[config.mk]
export PLATFORM = sky130hd
export DESIGN_NAME = alu_issue_scheduler_flat
export DESIGN_NICKNAME = d
export VERILOG_FILES = /design/src/rtl/alu_issue_scheduler_if.sv /design/src/rtl/alu_issue_scheduler.sv /design/src/flat_wrapper.sv
export SDC_FILE = /design/constraint.sdc
export NUM_CORES = 1
export LEC_CHECK = 0
export CAP_MARGIN = 20
export CORE_MARGIN = 2
export CORE_UTILIZATION = 56
export DETAILED_ROUTE_END_ITERATION = 10
export MAX_ROUTING_LAYER = met4
export PLACE_DENSITY_LB_ADDON = 0.12
export SYNTH_ARGS = -nofsm -noshare
export SYNTH_HDL_FRONTEND = slang
export SYNTH_SLANG_ARGS = --single-unit
[constraint.sdc]
create_clock -name clk -period 7.49 [get_ports clk]
set_clock_uncertainty 0.15 [all_clocks]
set_input_delay 1.498 -clock clk [delete_from_list [all_inputs] [get_ports clk]]
set_output_delay 1.498 -clock clk [all_outputs]
set_load 0.03 [all_outputs]
[src/rtl/alu_issue_scheduler_if.sv]
`default_nettype none
// ============================================================================
// Module   : alu_issue_scheduler_if
// Purpose  : Bundles the decoder->scheduler instruction handshake, the issue
//            pulse, the writeback strobes and the drain handshake of the ALU
//            issue scheduler into one interface.
// Ports    : master - decoder / control side (drives instruction + drain)
//            slave  - scheduler side (drives ready, issue, writeback, status)
// Revision : 1.0 - initial release
// ============================================================================
interface alu_issue_scheduler_if #(
    parameter int SEL_W   = 4,
    parameter int STALL_W = 16
) ();
    // Instruction handshake
    logic               in_valid;
    logic               in_ready;
    logic               in_const_a;
    logic [SEL_W-1:0]   in_a_sel;
    logic [SEL_W-1:0]   in_b_sel;
    logic [SEL_W-1:0]   in_c_sel;
    logic [SEL_W-1:0]   in_d_sel;
    logic [SEL_W-1:0]   in_y1_sel;
    logic [SEL_W-1:0]   in_y2_sel;
    logic [1:0]         in_write;
    // Issue / writeback
    logic               issue_valid;
    logic [1:0]         wb_valid;
    logic [SEL_W-1:0]   wb_y1_sel;
    logic [SEL_W-1:0]   wb_y2_sel;
    // Drain handshake and status
    logic               drain;
    logic               drained;
    logic [STALL_W-1:0] stall_count;

    modport master (
        output in_valid, in_const_a, in_a_sel, in_b_sel, in_c_sel, in_d_sel,
               in_y1_sel, in_y2_sel, in_write, drain,
        input  in_ready, issue_valid, wb_valid, wb_y1_sel, wb_y2_sel,
               drained, stall_count
    );

    modport slave (
        input  in_valid, in_const_a, in_a_sel, in_b_sel, in_c_sel, in_d_sel,
               in_y1_sel, in_y2_sel, in_write, drain,
        output in_ready, issue_valid, wb_valid, wb_y1_sel, wb_y2_sel,
               drained, stall_count
    );
endinterface
`default_nettype wire

[src/rtl/alu_issue_scheduler.sv]
`default_nettype none
// ============================================================================
// Module   : alu_issue_scheduler
// Purpose  : Issue controller between the ALU decoder and the ALU datapath.
//            Keeps a per-register pending scoreboard, stalls instructions with
//            RAW/WAW hazards, issues the rest, emits writeback strobes a fixed
//            ALU_LATENCY cycles after issue and supports a drain handshake.
// Ports    : clk         - system clock, rising edge
//            rst         - synchronous active-high reset
//            sched_io    - slave modport of alu_issue_scheduler_if:
//                          in_* instruction handshake, issue_valid pulse,
//                          wb_valid/wb_y1_sel/wb_y2_sel writeback,
//                          drain/drained handshake, saturating stall_count
// Revision : 1.0 - initial release
// ============================================================================
module alu_issue_scheduler #(
    parameter int SEL_W       = 4,
    parameter int ALU_LATENCY = 3,
    parameter int STALL_W     = 16
) (
    input  wire logic          clk,
    input  wire logic          rst,
    alu_issue_scheduler_if.slave sched_io
);

    localparam int                 NREG      = 2**SEL_W;
    localparam logic [STALL_W-1:0] STALL_MAX = '1;
    localparam logic [STALL_W-1:0] STALL_ONE = STALL_W'(1);

    typedef enum logic [1:0] {
        ST_RUN   = 2'd0,
        ST_DRAIN = 2'd1,
        ST_DONE  = 2'd2
    } state_t;

    state_t             state_q;
    logic               drained_q;
    logic [NREG-1:0]    pending_q;
    logic [NREG-1:0]    pending_d;
    logic [STALL_W-1:0] stall_q;

    // Writeback pipeline: stage 0 is loaded at the end of the transfer cycle,
    // stage ALU_LATENCY-1 is the one presented as the writeback.
    logic [1:0]         pipe_w_q  [ALU_LATENCY];
    logic [SEL_W-1:0]   pipe_y1_q [ALU_LATENCY];
    logic [SEL_W-1:0]   pipe_y2_q [ALU_LATENCY];

    logic               w_raw;
    logic               w_waw;
    logic               w_hazard;
    logic               w_ready;
    logic               w_xfer;
    logic [NREG-1:0]    w_set;
    logic [NREG-1:0]    w_clr;
    logic               w_pipe_busy;
    logic               w_empty_next;
    logic [1:0]         w_wb_w;
    logic [SEL_W-1:0]   w_wb_y1;
    logic [SEL_W-1:0]   w_wb_y2;

    assign w_wb_w  = pipe_w_q[ALU_LATENCY-1];
    assign w_wb_y1 = pipe_y1_q[ALU_LATENCY-1];
    assign w_wb_y2 = pipe_y2_q[ALU_LATENCY-1];

    // ------------------------------------------------------------------------
    // Hazard check and handshake
    // ------------------------------------------------------------------------
    always_comb begin
        w_raw = pending_q[sched_io.in_b_sel]
              | pending_q[sched_io.in_c_sel]
              | pending_q[sched_io.in_d_sel]
              | (!sched_io.in_const_a && pending_q[sched_io.in_a_sel]);
        w_waw = (sched_io.in_write[0] && pending_q[sched_io.in_y1_sel])
              | (sched_io.in_write[1] && pending_q[sched_io.in_y2_sel]);
        w_hazard = sched_io.in_valid && (w_raw || w_waw);
        // drain wins over a transfer in the first cycle it is seen
        w_ready  = !rst && (state_q == ST_RUN) && !sched_io.drain && !w_hazard;
        w_xfer   = sched_io.in_valid && w_ready;
    end

    // ------------------------------------------------------------------------
    // Scoreboard next state: clears from the writeback stage, sets from the
    // new issue. Set is applied last so it wins on a collision.
    // ------------------------------------------------------------------------
    always_comb begin
        w_clr = '0;
        if (w_wb_w[0]) w_clr[w_wb_y1] = 1'b1;
        if (w_wb_w[1]) w_clr[w_wb_y2] = 1'b1;

        w_set = '0;
        if (w_xfer && sched_io.in_write[0]) w_set[sched_io.in_y1_sel] = 1'b1;
        if (w_xfer && sched_io.in_write[1]) w_set[sched_io.in_y2_sel] = 1'b1;

        pending_d = (pending_q & ~w_clr) | w_set;
    end

    // Writes still travelling towards the writeback stage after this edge.
    always_comb begin
        w_pipe_busy = 1'b0;
        for (int i = 0; i < ALU_LATENCY - 1; i++) begin
            w_pipe_busy = w_pipe_busy | (|pipe_w_q[i]);
        end
        w_empty_next = (pending_d == '0) && !w_pipe_busy;
    end

    // ------------------------------------------------------------------------
    // State, scoreboard, writeback pipeline and stall counter
    // ------------------------------------------------------------------------
    always_ff @(posedge clk) begin
        if (rst) begin
            state_q   <= ST_RUN;
            drained_q <= 1'b0;
            pending_q <= '0;
            stall_q   <= '0;
            for (int i = 0; i < ALU_LATENCY; i++) begin
                pipe_w_q[i]  <= 2'b00;
                pipe_y1_q[i] <= '0;
                pipe_y2_q[i] <= '0;
            end
        end else begin
            pending_q <= pending_d;

            pipe_w_q[0]  <= w_xfer ? sched_io.in_write  : 2'b00;
            pipe_y1_q[0] <= w_xfer ? sched_io.in_y1_sel : '0;
            pipe_y2_q[0] <= w_xfer ? sched_io.in_y2_sel : '0;
            for (int i = 1; i < ALU_LATENCY; i++) begin
                pipe_w_q[i]  <= pipe_w_q[i-1];
                pipe_y1_q[i] <= pipe_y1_q[i-1];
                pipe_y2_q[i] <= pipe_y2_q[i-1];
            end

            if ((state_q == ST_RUN) && sched_io.in_valid && !w_ready &&
                (stall_q != STALL_MAX)) begin
                stall_q <= stall_q + STALL_ONE;
            end

            case (state_q)
                ST_RUN: begin
                    if (sched_io.drain) begin
                        state_q <= ST_DRAIN;
                    end
                end
                ST_DRAIN: begin
                    if (!sched_io.drain) begin
                        state_q <= ST_RUN;
                    end else if (w_empty_next) begin
                        // emptiness is judged on the post-edge scoreboard so
                        // drained rises the cycle after the last writeback
                        state_q   <= ST_DONE;
                        drained_q <= 1'b1;
                    end
                end
                ST_DONE: begin
                    if (!sched_io.drain) begin
                        state_q   <= ST_RUN;
                        drained_q <= 1'b0;
                    end
                end
                default: begin
                    state_q   <= ST_RUN;
                    drained_q <= 1'b0;
                end
            endcase
        end
    end

    // ------------------------------------------------------------------------
    // Outputs (held at zero while reset is asserted)
    // ------------------------------------------------------------------------
    assign sched_io.in_ready    = w_ready;
    assign sched_io.issue_valid = w_xfer;
    assign sched_io.wb_valid    = rst ? 2'b00 : w_wb_w;
    assign sched_io.wb_y1_sel   = rst ? '0 : w_wb_y1;
    assign sched_io.wb_y2_sel   = rst ? '0 : w_wb_y2;
    assign sched_io.drained     = drained_q && !rst;
    assign sched_io.stall_count = rst ? '0 : stall_q;

    // A register being retired while re-issued means the WAW check failed.
    a_set_clr_disjoint: assert property (
        @(posedge clk) disable iff (rst) ((w_set & w_clr) == '0)
    );

endmodule
`default_nettype wire

[src/flat_wrapper.sv]
// flat-port wrapper written by rule: the top's interface ports become plain ports
module alu_issue_scheduler_flat 
#(
    parameter int SEL_W       = 4,
    parameter int ALU_LATENCY = 3,
    parameter int STALL_W     = 16
)
  (clk, rst, sched_io_in_valid, sched_io_in_const_a, sched_io_in_a_sel, sched_io_in_b_sel, sched_io_in_c_sel, sched_io_in_d_sel, sched_io_in_y1_sel, sched_io_in_y2_sel, sched_io_in_write, sched_io_drain, sched_io_in_ready, sched_io_issue_valid, sched_io_wb_valid, sched_io_wb_y1_sel, sched_io_wb_y2_sel, sched_io_drained, sched_io_stall_count);
  alu_issue_scheduler_if #(.SEL_W(SEL_W), .STALL_W(STALL_W)) sched_io_i ();
  input  wire logic clk;
  input  wire logic rst;
  input wire logic [$bits(sched_io_i.in_valid)-1:0] sched_io_in_valid;
  input wire logic [$bits(sched_io_i.in_const_a)-1:0] sched_io_in_const_a;
  input wire logic [$bits(sched_io_i.in_a_sel)-1:0] sched_io_in_a_sel;
  input wire logic [$bits(sched_io_i.in_b_sel)-1:0] sched_io_in_b_sel;
  input wire logic [$bits(sched_io_i.in_c_sel)-1:0] sched_io_in_c_sel;
  input wire logic [$bits(sched_io_i.in_d_sel)-1:0] sched_io_in_d_sel;
  input wire logic [$bits(sched_io_i.in_y1_sel)-1:0] sched_io_in_y1_sel;
  input wire logic [$bits(sched_io_i.in_y2_sel)-1:0] sched_io_in_y2_sel;
  input wire logic [$bits(sched_io_i.in_write)-1:0] sched_io_in_write;
  input wire logic [$bits(sched_io_i.drain)-1:0] sched_io_drain;
  output wire logic [$bits(sched_io_i.in_ready)-1:0] sched_io_in_ready;
  output wire logic [$bits(sched_io_i.issue_valid)-1:0] sched_io_issue_valid;
  output wire logic [$bits(sched_io_i.wb_valid)-1:0] sched_io_wb_valid;
  output wire logic [$bits(sched_io_i.wb_y1_sel)-1:0] sched_io_wb_y1_sel;
  output wire logic [$bits(sched_io_i.wb_y2_sel)-1:0] sched_io_wb_y2_sel;
  output wire logic [$bits(sched_io_i.drained)-1:0] sched_io_drained;
  output wire logic [$bits(sched_io_i.stall_count)-1:0] sched_io_stall_count;
  assign sched_io_i.in_valid = sched_io_in_valid;
  assign sched_io_i.in_const_a = sched_io_in_const_a;
  assign sched_io_i.in_a_sel = sched_io_in_a_sel;
  assign sched_io_i.in_b_sel = sched_io_in_b_sel;
  assign sched_io_i.in_c_sel = sched_io_in_c_sel;
  assign sched_io_i.in_d_sel = sched_io_in_d_sel;
  assign sched_io_i.in_y1_sel = sched_io_in_y1_sel;
  assign sched_io_i.in_y2_sel = sched_io_in_y2_sel;
  assign sched_io_i.in_write = sched_io_in_write;
  assign sched_io_i.drain = sched_io_drain;
  assign sched_io_in_ready = sched_io_i.in_ready;
  assign sched_io_issue_valid = sched_io_i.issue_valid;
  assign sched_io_wb_valid = sched_io_i.wb_valid;
  assign sched_io_wb_y1_sel = sched_io_i.wb_y1_sel;
  assign sched_io_wb_y2_sel = sched_io_i.wb_y2_sel;
  assign sched_io_drained = sched_io_i.drained;
  assign sched_io_stall_count = sched_io_i.stall_count;
  alu_issue_scheduler #(.SEL_W(SEL_W), .ALU_LATENCY(ALU_LATENCY), .STALL_W(STALL_W)) u_core (.clk(clk), .rst(rst), .sched_io(sched_io_i));
endmodule
### After elaboration in Yosys (flattened, before gate mapping)

Memory sizes are Yosys's and may differ from the RTL's.
Cells that the tools add are included.

* memory bits (writable): 30
* bits in registers: 35
* bits in read-only memories: 0
* bits in latches: 0
* memories kept: 3
* input bits: 31
* output and inout bits: 29

Memory list
* u_core.pipe_y1_q: words 3, bits a word 4, read ports 3, clocked after memory_dff 0, write ports 3, RTL line alu_issue_scheduler.sv:45 `logic [SEL_W-1:0] pipe_y1_q [ALU_LATENCY];`
* u_core.pipe_y2_q: words 3, bits a word 4, read ports 3, clocked after memory_dff 0, write ports 3, RTL line alu_issue_scheduler.sv:46 `logic [SEL_W-1:0] pipe_y2_q [ALU_LATENCY];`
* u_core.pipe_w_q: words 3, bits a word 2, read ports 3, clocked after memory_dff 0, write ports 3, RTL line alu_issue_scheduler.sv:44 `logic [1:0] pipe_w_q [ALU_LATENCY];`

* bitwise gates (word level): 20
* multipliers: 0
* multiplexer cells: 52
* reductions and logical operators: 32
* shifts and indexed selects: 0
* div/mod/pow operators: 0
* order comparisons: 12
* eq/ne operators: 8
* $add $sub $neg: 1

Operator list (count)
* $mux W16: 5
* $or A16 B16 Y16: 3
* $lt A4 B5 Y1 const B: 8
* $mux W4: 10
* $bmux W1 S4: 6
* $logic_and A1 B1 Y1: 19
* $mux W2: 9
* $add A16 B1 Y16 const B: 1
* $and A16 B16 Y16: 1
* $demux W1 S4: 4
* $ge A4 B1 Y1 const B: 4
* $logic_not A16 Y1: 1
* $mux W1: 16
* $ne A16 B16 Y1 const B: 1
* $not A16 Y16: 1
* $or A1 B1 Y1: 14
* $logic_not A1 Y1: 6
* $ne A2 B2 Y1 const B: 3
* $pmux W2 S3: 1
* $reduce_and A4 Y1: 1
* $reduce_or A2 Y1: 2
* $ne A3 B2 Y1 const B: 1
* $pmux W1 S3: 1
* $reduce_and A3 Y1: 1
* 6 further kinds: 6

### Logic depth before layout (Yosys ltp)

Gate-level depths: netlist (run 1).

* depth in word-level cells: 20
* mapped depth: 11
* mapped depth without buffers: 9

### Least setup slack after synthesis (run 1)

Ideal clock, no wire load.

* kind: in2out
* from: in sched_io_in_y2_sel[2]
* to: out sched_io_issue_valid
* data arrival time: 3.543 ns
* stages: 7
* slack: 2.299 ns
* data required time: 5.842 ns
* cells stage by stage: buf_6 > mux4_2 > mux4_2 > nand2_2 > nand4_1 > a21o_1 > nor2_1

* longest elaborated chain between the ends: 9

RTL lines
* start, declared: RTL line flat_wrapper.sv:19 `input wire logic [$bits(sched_io_i.in_y2_sel)-1:0] sched_io_in_y2_sel;`
* $bmux W1 S4: RTL line alu_issue_scheduler.sv:74 `| (sched_io.in_write[1] && pending_q[sched_io.in_y2_sel]);`
* $mux W1 (not written as such): RTL line alu_issue_scheduler.sv:74
* $logic_and A1 B1 Y1: RTL line alu_issue_scheduler.sv:74
* $or A1 B1 Y1: RTL line alu_issue_scheduler.sv:74
* $logic_or A1 B1 Y1: RTL line alu_issue_scheduler.sv:75 `w_hazard = sched_io.in_valid && (w_raw || w_waw);`
* $logic_and A1 B1 Y1: RTL line alu_issue_scheduler.sv:75
* $logic_not A1 Y1: RTL line alu_issue_scheduler.sv:77 `w_ready = !rst && (state_q == ST_RUN) && !sched_io.drain && !w_hazard;`
* $logic_and A1 B1 Y1: RTL line alu_issue_scheduler.sv:77
* $logic_and A1 B1 Y1: RTL line alu_issue_scheduler.sv:78 `w_xfer = sched_io.in_valid && w_ready;`
* end, declared: RTL line flat_wrapper.sv:23 `output wire logic [$bits(sched_io_i.issue_valid)-1:0] sched_io_issue_valid;`

No other way between the ends. The select of a mux whose other input is x is not followed.

### Worst setup path after layout (run 1)

Same ends and word-level chain as after synthesis.

==> run_summary.xml, run 1 <==
<?xml version="1.0" encoding="UTF-8"?>
<metrics>
  <group name="pwr">
    <metric name="p_sw" unit="µW">207</metric>
    <metric name="powerDensity" unit="nW/µm²">165</metric>
    <metric name="pwr-share-seq" unit="%">44.9</metric>
    <metric name="switching_share" unit="%">26.2</metric>
    <metric name="power.static_leakage" unit="nW">1.77</metric>
    <metric name="worst_ir_drop_vdd" unit="V">0.000147</metric>
    <metric name="power_frac_clock" unit="%">43.4</metric>
    <metric name="pwr-share-comb" unit="%">11.7</metric>
    <metric name="cellInternalPower" unit="µW">583</metric>
  </group>
  <group name="global_route">
    <metric name="first_pass_grt_wire_length" unit="µm">17600</metric>
    <metric name="antenna_violations_before_repair" unit="">0</metric>
    <metric name="grt.overflow.total" unit="">0</metric>
    <metric name="global_route.usage.total" unit="%">31.0</metric>
    <metric name="grt_start_max_net_pins" unit="">81</metric>
    <metric name="via_count_of_the_first_global_routing_pass" unit="">3448</metric>
  </group>
  <group name="run_status">
    <metric name="run_status" unit="">finished clean</metric>
  </group>
  <group name="drt">
    <metric name="initialDrtViolationCount" unit="">202</metric>
    <metric name="dr_total_vias" unit="">3739</metric>
    <metric name="drc" unit="">0</metric>
    <metric name="drtPass1Iterations" unit="">7</metric>
    <metric name="vias_per_cell" unit="">6.14</metric>
    <metric name="drt-wirelength-per-cell" unit="µm">18.6</metric>
    <metric name="drt-total-wl" unit="µm">11400</metric>
    <metric name="number_of_routed_nets_with_antenna_violations" unit="">0</metric>
  </group>
  <group name="final_layout">
    <metric name="sequential_cell_area" unit="µm²">1300</metric>
    <metric name="post-route-util" unit="%">70.6</metric>
    <metric name="area_taken_by_multi_input_logic_gates" unit="µm²">2490</metric>
    <metric name="n_antenna_cell" unit="">0</metric>
    <metric name="design.final.nets" unit="">540</metric>
    <metric name="layout-area-overhead-vs-synth" unit="%">22.0</metric>
    <metric name="drive_gt1_share" unit="%">10.5</metric>
    <metric name="post-route-cell-area" unit="µm²">4790</metric>
    <metric name="layout.filler_cells" unit="">533</metric>
  </group>
  <group name="sta">
    <metric name="final_max_tran_viols" unit="">0</metric>
    <metric name="fin_setup_tns" unit="ps">0</metric>
    <metric name="post-route-worst-setup-slack" unit="ps">717</metric>
    <metric name="max-slew-margin-rel" unit="%">50.5</metric>
    <metric name="setup_viol" unit="">0</metric>
    <metric name="maxClockFrequency" unit="MHz">148</metric>
    <metric name="finalWorstPathRequiredPeriod" unit="ps">6770</metric>
    <metric name="finalHoldViolCount" unit="">0</metric>
    <metric name="rsz_0062_raised_after_global_routing" unit="">no</metric>
    <metric name="timing.final.crit_share" unit="%">90.4</metric>
    <metric name="max_slew.worst_pin.slew" unit="ps">742</metric>
  </group>
  <group name="setup_path">
    <metric name="cp_data_required_time" unit="ps">5840</metric>
    <metric name="worst-endpoint-arrival" unit="ps">5120</metric>
    <metric name="worstSetupPathType" unit="">input port to primary output</metric>
    <metric name="worst_setup_path_start_kind" unit="">input port</metric>
    <metric name="path_max_fanout" unit="">12</metric>
    <metric name="crit_path_end_kind" unit="">primary output</metric>
  </group>
  <group name="synth">
    <metric name="synth-seq-area-share" unit="%">33.1</metric>
    <metric name="synth_top_cells_by_area" unit="">dfxtp_1 (33%), nor2b_1 (9.4%), mux4_2 (7.5%)</metric>
    <metric name="synth_cell_types" unit="">53</metric>
    <metric name="synth_area_leader_cell" unit="">dfxtp_1</metric>
    <metric name="synth.top_cell.area_share" unit="%">33.1</metric>
    <metric name="syn_area_per_cell" unit="µm²">8.63</metric>
    <metric name="synth.most_common_cell" unit="">dfxtp_1</metric>
    <metric name="dominantRegCellSynth" unit="">dfxtp_1</metric>
    <metric name="synth_warnings" unit="">0</metric>
    <metric name="synthesis.nets" unit="">487</metric>
    <metric name="netlist_top_cells_count" unit="">dfxtp_1 (65), nor2b_1 (59), nand2_1 (43), nor2_1 (37), nand3_1 (25)</metric>
    <metric name="synthArstFlopShare" unit="%">0</metric>
    <metric name="synthesis.instances" unit="">455</metric>
    <metric name="cell_area_synth" unit="µm²">3930</metric>
    <metric name="ys_seq_elements" unit="">65</metric>
    <metric name="synth-edff-count" unit="">0</metric>
  </group>
  <group name="placement">
    <metric name="dp_worst_setup_slack" unit="ps">756</metric>
    <metric name="gp_congestion" unit="">1.01</metric>
    <metric name="placedInstanceArea" unit="µm²">4560</metric>
    <metric name="buffer_ports.inserted" unit="">59</metric>
    <metric name="dp_hpwl" unit="µm">8170</metric>
  </group>
  <group name="clock_tree">
    <metric name="cts_repair_resize_count" unit="">0</metric>
    <metric name="cts.htree.levels" unit="">3</metric>
    <metric name="ctsRootBufferMaster" unit="">clkbuf_8</metric>
    <metric name="worstSkewPairLatency" unit="ps">340</metric>
    <metric name="cts_inserted_buffers" unit="">9</metric>
    <metric name="cts_post_setup_buffers_inserted" unit="">0</metric>
    <metric name="clock_tree.buffer_depth" unit="">2</metric>
    <metric name="cts_hold_buffers" unit="">0</metric>
    <metric name="cts_tree" unit="">done</metric>
    <metric name="cts.sinks" unit="">65</metric>
    <metric name="cts.clk_slew.worst_paths" unit="ps">80</metric>
  </group>
  <group name="floorplanning">
    <metric name="floorplan.initialDensity" unit="%">57.8</metric>
    <metric name="chipHeight" unit="µm">87.7</metric>
    <metric name="core" unit="µm²">6790</metric>
    <metric name="die-area" unit="µm²">7700</metric>
    <metric name="io_pins" unit="">60</metric>
    <metric name="std_cell_rows" unit="">30</metric>
    <metric name="chipWidth" unit="µm">87.7</metric>
  </group>
  <group name="flow_run">
    <metric name="timing.max_cap.violations" unit="">0</metric>
  </group>
  <group name="hold_path">
    <metric name="worst_hold_check_path_type" unit="">flop to flop</metric>
  </group>
</metrics>
cells in the final DEF, fill, tap and decap left out, types with 4 or more instances in the layout:
| master | n |
|---|---|
| nand2_1 | 43 |
| a22oi_1 | 7 |
| clkbuf_8 | 9 |
| o21ai_0 | 6 |
| a21oi_1 | 14 |
| and3_1 | 9 |
| nand3_1 | 25 |
| nor3b_1 | 4 |
| nor2_1 | 37 |
| mux2i_1 | 15 |
| mux4_2 | 13 |
| nand4_1 | 12 |
| nand2b_1 | 5 |
| inv_1 | 15 |
| mux2_2 | 14 |
| and4_1 | 4 |
| nor2b_1 | 59 |
| and2_1 | 11 |
| a31oi_1 | 18 |
| dfxtp_1 | 65 |
| nor3_1 | 9 |
| clkdlybuf4s50_1 | 58 |
area by class of cell:
cell class	instances	area share [%]
Tap cell	96	2.51
Sequential cell	65	27.1
Multi-Input combinational cell	357	52.0
Clock inverter	7	2.24
Timing Repair Buffer	60	12.4
Inverter	15	1.17
Clock buffer	9	2.58
worst max-delay path: stages:
cell	delay (ps)
clkdlybuf4s50_1	810
mux4_1	630
mux4_2	500
nand2_2	120
nand4_1	170
a21o_1	250
nor2_1	380
clkdlybuf4s50_1	770
stage by stage:
step / hold slack (ps) / std cells / power (mW)
floorplan: 264 / 455 / 0.416
global placement: 269 / 593 / 0.452
detailed placement: 276 / 593 / 0.453
CTS: 294 / 609 / 0.793
global route: 309 / 609 / 0.816
finish: 291 / 609 / 0.790
flip-flops by register name, indices dropped and copies added, names as in the netlist:
name,count
u_core.state_q,2
u_core.pipe_y1_q,12
u_core.pipe_y2_q,12
u_core.pending_q,16
u_core.pipe_w_q,6
u_core.drained_q,1
u_core.stall_q,16
kinds of logic after synthesis:
| family | count (synthesis) | share of synthesized area [%] |
|---|---|---|
| DFF | 65 | 33.1 |
| and+or+nand+nor | 236 | 33.0 |
| AOI/OAI and AO/OA | 71 | 12.3 |
| adders and majority gates | 1 | 0.319 |
| xor gates and xnor gates | 3 | 0.669 |
| muxes | 46 | 17.2 |
| buffers and inverters | 33 | 3.44 |
power groups by stage:
stage	clock, mW	sequential, mW	combinational, mW
6_report	0.343	0.355	0.0923
5_1_grt	0.361	0.355	0.0997
4_1_cts	0.347	0.354	0.0916
3_5_place_dp	0	0.362	0.0905
3_3_place_gp	0	0.362	0.0902
2_1_floorplan	0	0.361	0.0553
worst paths after layout:
check | depth (start not counted) | start | slack, ps | endpoint
max | 8 | sched_io_in_y2_sel[2] | 720 | sched_io_issue_valid
min | 1 | u_core.pipe_y2_q[0][4]$_SDFF_PP0_ | 290 | u_core.pipe_y2_q[0][8]$_SDFF_PP0_
max reg2reg | 9 | u_core.pending_q[13]$_SDFF_PP0_ | 4260 | u_core.drained_q$_SDFFE_PP0P_
min reg2reg | 1 | u_core.pipe_y2_q[0][4]$_SDFF_PP0_ | 290 | u_core.pipe_y2_q[0][8]$_SDFF_PP0_
layer usage:
metal,track usage (%),share of wire [%],vias to the layer above
met4,8.53,1.7,0
met5,-,0,-
met3,6.03,8.7,23
met1,40.8,43,1754
li1,-,-,1765
met2,49.0,46,197
(Power assumes the default switching activity.)
==> run 2: changes to the inputs <==
--- a/config.mk
+++ b/config.mk
@@ -8,9 +8,11 @@
 export CAP_MARGIN = 20
 export CORE_MARGIN = 2
 export CORE_UTILIZATION = 56
+export CTS_CLUSTER_SIZE = 14
 export DETAILED_ROUTE_END_ITERATION = 10
 export MAX_ROUTING_LAYER = met4
 export PLACE_DENSITY_LB_ADDON = 0.12
+export SLEW_MARGIN = 20
 export SYNTH_ARGS = -nofsm -noshare
 export SYNTH_HDL_FRONTEND = slang
 export SYNTH_SLANG_ARGS = --single-unit
==> constraint.sdc (replaced) <==
create_clock -name clk -period 7.49 [get_ports clk]
set_clock_uncertainty 0.15 [all_clocks]
set_input_delay 1.498 -clock clk [delete_from_list [all_inputs] [get_ports clk]]
set_output_delay 1.498 -clock clk [all_outputs]
set_load 0.01 [all_outputs]
==> run 2 against run 1 <==
  * Sequential cell count did not move
  * Global-route usage increased by 0.20 points
  * Via count up 1.2%
  * Sequential power hardly changed
  * Utilization is essentially flat
  * Critical endpoint unchanged
==> run_summary.xml, run 2 (synthesis gave the netlist of run 1 again) <==
<?xml version="1.0" encoding="UTF-8"?>
<metrics>
  <group name="sta">
    <metric name="max-slew-margin-rel" unit="%">50.2</metric>
    <metric name="post-route-worst-setup-slack" unit="ps">827</metric>
    <metric name="finalHoldViolCount" unit="">0</metric>
    <metric name="rsz_0062_raised_after_global_routing" unit="">no</metric>
    <metric name="final_max_tran_viols" unit="">0</metric>
    <metric name="max_slew.worst_pin.slew" unit="ps">747</metric>
    <metric name="timing.final.crit_share" unit="%">89.0</metric>
    <metric name="finalWorstPathRequiredPeriod" unit="ps">6660</metric>
    <metric name="setup_viol" unit="">0</metric>
    <metric name="fin_setup_tns" unit="ps">0</metric>
    <metric name="maxClockFrequency" unit="MHz">150</metric>
  </group>
  <group name="setup_path">
    <metric name="worstSetupPathType" unit="">input port to primary output</metric>
    <metric name="cpMostUsedCell" unit="">clkdlybuf4s50_1</metric>
    <metric name="critical_path.max_stage_delay" unit="ps">820</metric>
    <metric name="cp_data_required_time" unit="ps">5840</metric>
    <metric name="path_max_fanout" unit="">12</metric>
    <metric name="cp_cell_sequence" unit="">clkdlybuf4s50_1 &gt; mux4_1 &gt; mux4_2 &gt; nand2_2 &gt; nand4_1 &gt; a21o_1 &gt; nor2_1 &gt; clkdlybuf4s50_1</metric>
    <metric name="crit_path_slowest_cell" unit="">clkdlybuf4s50_1</metric>
    <metric name="worst-endpoint-arrival" unit="ps">5010</metric>
    <metric name="worst_setup_path_start_kind" unit="">input port</metric>
    <metric name="cp.buffers_inverters" unit="">2</metric>
    <metric name="gate_family_responsible_for_the_most_delay_along_the_worst_path" unit="">buffers and inverters</metric>
    <metric name="crit_path_end_kind" unit="">primary output</metric>
  </group>
  <group name="clock_tree">
    <metric name="cts.clk_slew.worst_paths" unit="ps">70</metric>
    <metric name="ctsRootBufferMaster" unit="">clkbuf_8</metric>
    <metric name="clock_tree.buffer_depth" unit="">2</metric>
    <metric name="worstSkewPairLatency" unit="ps">340</metric>
    <metric name="cts_post_setup_buffers_inserted" unit="">0</metric>
    <metric name="cts_hold_buffers" unit="">0</metric>
    <metric name="cts_tree" unit="">done</metric>
    <metric name="cts_repair_resize_count" unit="">0</metric>
    <metric name="cts.sinks" unit="">65</metric>
    <metric name="cts.htree.levels" unit="">3</metric>
    <metric name="cts_inserted_buffers" unit="">9</metric>
  </group>
  <group name="final_layout">
    <metric name="design.final.nets" unit="">540</metric>
    <metric name="post-route-util" unit="%">70.6</metric>
    <metric name="area_taken_by_multi_input_logic_gates" unit="µm²">2490</metric>
    <metric name="layout-area-overhead-vs-synth" unit="%">22.1</metric>
    <metric name="drive_gt1_share" unit="%">10.5</metric>
    <metric name="post-route-cell-area" unit="µm²">4790</metric>
    <metric name="n_antenna_cell" unit="">0</metric>
    <metric name="layout.filler_cells" unit="">552</metric>
    <metric name="sequential_cell_area" unit="µm²">1300</metric>
    <metric name="leading_registers_by_flop_count" unit="">u_core.pending_q (16), u_core.stall_q (16)</metric>
    <metric name="layout_common_cells" unit="">dfxtp_1 (65), nor2b_1 (59), clkdlybuf4s50_1 (58)</metric>
    <metric name="layout.cells.most_common" unit="">dfxtp_1</metric>
  </group>
  <group name="floorplanning">
    <metric name="io_pins" unit="">60</metric>
    <metric name="core" unit="µm²">6790</metric>
    <metric name="chipWidth" unit="µm">87.7</metric>
    <metric name="die-area" unit="µm²">7700</metric>
    <metric name="std_cell_rows" unit="">30</metric>
    <metric name="chipHeight" unit="µm">87.7</metric>
    <metric name="floorplan.initialDensity" unit="%">57.8</metric>
  </group>
  <group name="global_route">
    <metric name="grt.overflow.total" unit="">0</metric>
    <metric name="antenna_violations_before_repair" unit="">0</metric>
    <metric name="via_count_of_the_first_global_routing_pass" unit="">3529</metric>
    <metric name="first_pass_grt_wire_length" unit="µm">17900</metric>
    <metric name="grt_start_max_net_pins" unit="">82</metric>
    <metric name="global_route.usage.total" unit="%">31.2</metric>
  </group>
  <group name="drt">
    <metric name="drc" unit="">0</metric>
    <metric name="drt-total-wl" unit="µm">11400</metric>
    <metric name="drtPass1Iterations" unit="">6</metric>
    <metric name="dr_total_vias" unit="">3783</metric>
    <metric name="vias_per_cell" unit="">6.21</metric>
    <metric name="initialDrtViolationCount" unit="">233</metric>
    <metric name="number_of_routed_nets_with_antenna_violations" unit="">0</metric>
    <metric name="drt-wirelength-per-cell" unit="µm">18.8</metric>
  </group>
  <group name="placement">
    <metric name="dp_hpwl" unit="µm">8290</metric>
    <metric name="placedInstanceArea" unit="µm²">4560</metric>
    <metric name="buffer_ports.inserted" unit="">59</metric>
    <metric name="gp_congestion" unit="">1.01</metric>
    <metric name="dp_worst_setup_slack" unit="ps">908</metric>
  </group>
  <group name="pwr">
    <metric name="powerDensity" unit="nW/µm²">165</metric>
    <metric name="worst_ir_drop_vdd" unit="V">0.000135</metric>
    <metric name="fin_total_pwr" unit="µW">793</metric>
    <metric name="power.static_leakage" unit="nW">1.77</metric>
  </group>
  <group name="hold_path">
    <metric name="worst_hold_check_path_type" unit="">flop to flop</metric>
  </group>
  <group name="flow_run">
    <metric name="timing.max_cap.violations" unit="">0</metric>
  </group>
  <group name="run_status">
    <metric name="run_status" unit="">finished clean</metric>
  </group>
</metrics>
[run 2: cell count changes in the layout (fill, tap and decap cells not counted)]
cell	previous run	this run
clkinvlp_4	1	0
clkinv_4	0	1
[run 2: cell type report]
type | count | share of cell area [%]
timing repair buffer | 60 | 12.4
clock inverter | 7 | 2.27
inverter | 15 | 1.17
multi-input combinational | 357 | 52.0
tap | 96 | 2.51
clock buffer | 9 | 2.58
sequential | 65 | 27.1
[run 2: path summary, 6_finish.rpt]
| path | from | endpoint | slack [ps] | depth (start not counted) |
|---|---|---|---|---|
| setup / recovery | sched_io_in_y2_sel[2] | sched_io_issue_valid | 830 | 8 |
| hold / removal | u_core.pipe_y1_q[0][0]$_SDFF_PP0_ | u_core.pipe_y1_q[0][4]$_SDFF_PP0_ | 290 | 1 |
| setup reg to reg | u_core.pending_q[2]$_SDFF_PP0_ | u_core.drained_q$_SDFFE_PP0P_ | 4310 | 8 |
| hold reg to reg | u_core.pipe_y1_q[0][0]$_SDFF_PP0_ | u_core.pipe_y1_q[0][4]$_SDFF_PP0_ | 290 | 1 |
[run 2: routing by layer]
metal	share of wire, %	up-vias	routed length (µm)	global-route usage [%]
li1	-	1762	-	-
met1	43	1793	4950	41.9
met2	46	197	5260	47.8
met3	8.3	31	948	6.22
met4	2.4	0	272	9.37
met5	0	-	0	-
[run 2: metrics by stage]
| step | instances | hold WS [ps] |
|---|---|---|
| 3_5_place_dp | 593 | 276 |
| 4_1_cts | 609 | 290 |
| 2_1_floorplan | 455 | 264 |
| 5_1_grt | 609 | 306 |
| 3_3_place_gp | 593 | 269 |
| 6_report | 609 | 292 |
[run 2: where the power goes]
| group | internal, mW | switching [mW] | leakage, nW | total [mW] |
|---|---|---|---|---|
| clock network | 0.195 | 0.153 | 0.118 | 0.348 |
| logic | 0.0388 | 0.0515 | 1.13 | 0.0903 |
| registers | 0.350 | 0.00418 | 0.525 | 0.354 |
| total | 0.584 | 0.209 | 1.77 | 0.793 |
[run 2: worst reg2reg max path, stage by stage (launching register included)]
cell      delay (ps)
dfxtp_1          430
mux2_2           310
o311ai_0         530
nand4_1          390
nor4_2           560
a31oi_1          220
and4_1           280
nand4_2          120
o21ai_1           80
